`config.mk`:
```
export PLATFORM = sky130hd
export DESIGN_NAME = pipelined_right_barrel_shifter
export DESIGN_NICKNAME = d
export VERILOG_FILES = /design/src/rtl/pipelined_right_barrel_shifter_pkg.sv /design/src/rtl/pipelined_right_barrel_shifter_barrel_shr_stage.sv /design/src/rtl/pipelined_right_barrel_shifter.sv
export SDC_FILE = /design/constraint.sdc
export NUM_CORES = 1
export LEC_CHECK = 0
export BUFFER_PORTS_ARGS = -buffer_cell sky130_fd_sc_hd__clkbuf_2
export CORE_UTILIZATION = 55
export DETAILED_ROUTE_END_ITERATION = 10
export HOLD_SLACK_MARGIN = 0.12
export PLACE_DENSITY = 0.76
export SETUP_SLACK_MARGIN = 0.4
export SYNTH_ARGS = -nofsm -noshare
export SYNTH_HDL_FRONTEND = slang
export SYNTH_HIERARCHICAL = 1
export SYNTH_SLANG_ARGS = --single-unit
```
`constraint.sdc`:
```
create_clock -name clk -period 2.25 [get_ports clk]
set_input_delay 0.3375 -clock clk [delete_from_list [all_inputs] [get_ports clk]]
set_output_delay 0.3375 -clock clk [all_outputs]
set_load 0.01 [all_outputs]
```
`src/rtl/pipelined_right_barrel_shifter_pkg.sv`:
```
// Shared definitions for the pipelined right barrel shifter.
// Holds the shift-mode encodings and the fill-bit helper used by every stage.
// Mode 2'b10 rotates only when BARREL_ROTATE_EN is defined; otherwise it is
// treated as a logical shift, as is the reserved mode 2'b11.
package pipelined_right_barrel_shifter_pkg;

  localparam logic [1:0] MODE_LSR = 2'b00;
  localparam logic [1:0] MODE_ASR = 2'b01;
  localparam logic [1:0] MODE_ROR = 2'b10;

  // Bit shifted into the vacated MSBs: the carried sign for arithmetic, else 0.
  function automatic logic fill_bit(input logic [1:0] mode, input logic sign);
    return (mode == MODE_ASR) ? sign : 1'b0;
  endfunction

endpackage

```
`src/rtl/pipelined_right_barrel_shifter_barrel_shr_stage.sv`:
```
// One registered stage of the right barrel shifter.
// Shifts right by 2**STAGE when its shift-amount bit is set, and holds
// valid/data/shift/mode/sign with elastic advance logic.
// BARREL_ROTATE_EN adds the rotate-right path for mode 2'b10; without it
// no rotate mux exists and mode 2'b10 fills with zero.
module barrel_shr_stage
  import pipelined_right_barrel_shifter_pkg::*;
#(
  parameter int WIDTH = 8,
  parameter int SHW   = 3,
  parameter int STAGE = 0
) (
  input  logic             clk,
  input  logic             rst,
  input  logic             prev_valid,
  input  logic [WIDTH-1:0] prev_data,
  input  logic [SHW-1:0]   prev_sh,
  input  logic [1:0]       prev_mode,
  input  logic             prev_sign,
  input  logic             next_adv,
  output logic             adv,
  output logic             valid,
  output logic [WIDTH-1:0] data,
  output logic [SHW-1:0]   sh,
  output logic [1:0]       mode,
  output logic             sign
);

  localparam int SHIFT = 1 << STAGE;

  logic             v_q, v_d;
  logic [WIDTH-1:0] data_q, data_d;
  logic [SHW-1:0]   sh_q, sh_d;
  logic [1:0]       mode_q, mode_d;
  logic             sign_q, sign_d;

  logic             fill;
  logic [WIDTH-1:0] shifted;
  logic [WIDTH-1:0] stage_data;

  // Fixed-distance shift of the predecessor's word, selected by this stage's bit
  always_comb begin
    fill    = fill_bit(prev_mode, prev_sign);
    shifted = {{SHIFT{fill}}, prev_data[WIDTH-1:SHIFT]};
`ifdef BARREL_ROTATE_EN
    if (prev_mode == MODE_ROR) begin
      shifted = {prev_data[SHIFT-1:0], prev_data[WIDTH-1:SHIFT]};
    end
`endif
    stage_data = prev_sh[STAGE] ? shifted : prev_data;
  end

  // An empty stage can always take a word, so bubbles collapse under stall
  assign adv = ~v_q | next_adv;

  // Load from the predecessor whenever this stage may advance
  always_comb begin
    v_d    = v_q;
    data_d = data_q;
    sh_d   = sh_q;
    mode_d = mode_q;
    sign_d = sign_q;
    if (adv) begin
      v_d = prev_valid;
      if (prev_valid) begin
        data_d = stage_data;
        sh_d   = prev_sh;
        mode_d = prev_mode;
        sign_d = prev_sign;
      end
    end
  end

  // Stage register; reset empties the stage and clears its word
  always_ff @(posedge clk or posedge rst) begin
    if (rst) begin
      v_q    <= 1'b0;
      data_q <= '0;
      sh_q   <= '0;
      mode_q <= MODE_LSR;
      sign_q <= 1'b0;
    end else begin
      v_q    <= v_d;
      data_q <= data_d;
      sh_q   <= sh_d;
      mode_q <= mode_d;
      sign_q <= sign_d;
    end
  end

  assign valid = v_q;
  assign data  = data_q;
  assign sh    = sh_q;
  assign mode  = mode_q;
  assign sign  = sign_q;

endmodule

```
`src/rtl/pipelined_right_barrel_shifter.sv`:
```
// Pipelined right barrel shifter: SHW registered stages, stage k shifts by 2**k.
// Logical and arithmetic shifts; rotate-right on mode 2'b10 when
// BARREL_ROTATE_EN is defined. Valid/ready on both sides, no skid buffer:
// in_ready is combinational from out_ready through the stage chain.
module pipelined_right_barrel_shifter
  import pipelined_right_barrel_shifter_pkg::*;
#(
  parameter int WIDTH = 8,
  parameter int SHW   = 3
) (
  input  logic             clk,
  input  logic             rst,
  input  logic             in_valid,
  output logic             in_ready,
  input  logic [WIDTH-1:0] in_data,
  input  logic [SHW-1:0]   in_sh,
  input  logic [1:0]       in_mode,
  output logic             out_valid,
  input  logic             out_ready,
  output logic [WIDTH-1:0] out_data
);

  // Index 0 is the input side, index k+1 is the register of stage k
  logic [SHW:0]            v_s;
  logic [SHW:0][WIDTH-1:0] data_s;
  logic [SHW:0][SHW-1:0]   sh_s;
  logic [SHW:0][1:0]       mode_s;
  logic [SHW:0]            sign_s;

  logic ready_q, ready_d;
  logic unused_tail;

  // Input side stays closed until the first clock after reset releases
  always_comb begin
    ready_d = 1'b1;
  end

  // Post-reset ready flag
  always_ff @(posedge clk or posedge rst) begin
    if (rst) begin
      ready_q <= 1'b0;
    end else begin
      ready_q <= ready_d;
    end
  end

  assign v_s[0]    = in_valid & ready_q;
  assign data_s[0] = in_data;
  assign sh_s[0]   = in_sh;
  assign mode_s[0] = in_mode;
  assign sign_s[0] = in_data[WIDTH-1];

  for (genvar k = 0; k < SHW; k++) begin : g_stage
    logic adv;
    logic next_adv;

    if (k == SHW - 1) begin : g_last
      assign next_adv = out_ready;
    end else begin : g_mid
      assign next_adv = g_stage[k+1].adv;
    end

    barrel_shr_stage #(
      .WIDTH (WIDTH),
      .SHW   (SHW),
      .STAGE (k)
    ) u_stage (
      .clk        (clk),
      .rst        (rst),
      .prev_valid (v_s[k]),
      .prev_data  (data_s[k]),
      .prev_sh    (sh_s[k]),
      .prev_mode  (mode_s[k]),
      .prev_sign  (sign_s[k]),
      .next_adv   (next_adv),
      .adv        (adv),
      .valid      (v_s[k+1]),
      .data       (data_s[k+1]),
      .sh         (sh_s[k+1]),
      .mode       (mode_s[k+1]),
      .sign       (sign_s[k+1])
    );
  end

  assign in_ready  = ready_q & g_stage[0].adv;
  assign out_valid = v_s[SHW];
  assign out_data  = data_s[SHW];

  // Side-band of the final stage has no consumer
  assign unused_tail = ^{sh_s[SHW], mode_s[SHW], sign_s[SHW]};

endmodule

```
==> qor.yml <==
period_minus_slack_ns: 1.73
clockBufferDepth: 2
drtAntennaViolNets: 0
num_rows: 20
grt_max_degree: 16
core_area_um2: 3080
die_h_um: 59.2
hpwl_um: 2280
synth_area_per_cell_um2: 12.2
fmax_mhz: 577
layout_commonest_cell: "dfrtp_1"
antenna_found_initial: 0
clock-sinks: 37
p_int_mw: 1.28
clockPowerShare: 0.215
wl_um: 3050
grt_pass1_vias: 1155
swShare: 0.306
drt_first_pass_iters: 4
dieArea_um2: 3500
dp_cells: 208
numCtsBuffers: 5
relSlewSlack: 0.643
synth_area_um2: 1800
gp_congestion: 0.774
end_kind: "output pin"
seqCellArea_um2: 928
ys.warnings.count: 6
startpoint_type: "flop"
crit_path_max_fanout: 5
cts_htree_levels: 2
worst_pin_slew_ns: 0.535
grt_pass1_wl_um: 5220
remaining_drc_errors: 0
syn_to_final_growth_pct: 13.0
grt-ovfl-total: 0
crit_arrival_ns: 1.39
layout_common_cells: "dfrtp_1, clkbuf_2, a21oi_1"
cp.required_ns: 1.91
total_power_mw: 1.84
die_w_um: 59.2
port-buffer-count: 26
clkTransAtPathRegs_ns: 0.11
grt_use_total: 0.210
initial_core_util: 0.585
vdd_drop_max_mv: 0.396
pre_cts_slack_ns: 0.439
nets: 196
stdcell_area_um2: 2030
timing.final.hold_violations: 0
final.setup_skew_ns: 0.00313
netlist_instances: 148
syn_nets: 165
fin_cells: 224
dr_total_vias: 1160
hold-worst-slack_ns: 0.229
wl_per_cell_um: 13.6
drtIter0Drc: 19
n_fill_cell: 257
routed_via_density: 5.18
switchingPower_mw: 0.564
leakagePower_nw: 0.998
fin_util: 0.661
hp-class: "input pin to flop"
cap_violations: 0
pwr-share-seq: 0.528
root_buffer: "clkbuf_4"
diodes: 0
worstSkewPairLatency_ns: 0.34
drive_gt1_frac: 0.361
drv_slew: 0
io_pins: 27
critical_path_class: "flop to output pin"
multi_input_area_um2: 749
period_share: 0.770
p_per_area_nw_per_um2: 905
rsz0062_at_grt: "false"
setup_viol: 0
place_area_um2: 1900
cts_tree: "built"
tns_ns: 0
combPwrFrac: 0.257
finalWorstSetupSlack_ns: 0.518
status: "finished clean"
## sequential cells by signal (all words and copies together), names as in the netlist
name	flops
g_stage.u_stage/data	24
g_stage.u_stage/mode	4
g_stage.u_stage/sh	3
g_stage.u_stage/valid	3
g_stage.u_stage/sign	2
ready_q	1
## worst max-delay path, stage by stage (launching register included)
cell	delay, ns
dfrtp_1	0.40
nand2b_4	0.06
nand2b_4	0.14
nand2b_4	0.16
and2_1	0.16
clkbuf_2	0.12
## layout make-up
type / instances / area share
sequential: 37 / 0.457
tap: 44 / 0.0271
clock buffer: 7 / 0.0320
timing repair buffer: 34 / 0.0948
inverter: 10 / 0.0185
multi-input combinational: 91 / 0.369
clock inverter: 1 / 0.00246
## power by group through the flow
| stage | Clock (mW) | Sequential, mW | Combinational [mW] |
|---|---|---|---|
| 2_1_floorplan | 0 | 0.964 | 0.358 |
| 3_3_place_gp | 0 | 0.982 | 0.448 |
| 3_5_place_dp | 0 | 0.993 | 0.461 |
| 4_1_cts | 0.411 | 0.980 | 0.466 |
| 5_1_grt | 0.440 | 1.00 | 0.528 |
| 6_report | 0.396 | 0.973 | 0.472 |
## routing by layer
metal	part of all wire	GRT usage
met5	0	0
met4	0.018	0.0918
met3	0.034	0.0721
met2	0.54	0.364
met1	0.41	0.231
## timing repair
action                                  in CTS  in global routing
setup buffers                                2                  5
hold endpoints to repair                    37                  0
hold buffers                                 1                  0
resized for setup                            2                  0
endpoints found under the setup margin       1                  1
## final timing paths
kind	from	to	slack (ns)	cells past startpoint
setup / recovery	g_stage[2].u_stage/valid	in_ready	0.52	5
hold / removal	in_sh[1]	g_stage[0].u_stage/sh[1]	0.23	2
setup reg to reg	g_stage[2].u_stage/valid	g_stage[0].u_stage/sh[1]	0.64	6
hold reg to reg	g_stage[2].u_stage/data[6]	g_stage[2].u_stage/data[6]	0.52	1
max in group asynchronous	rst	g_stage[0].u_stage/valid	1.26	3
min in group asynchronous	rst	ready_q	0.41	3
Note: power is estimated with default switching activity, not from simulation.
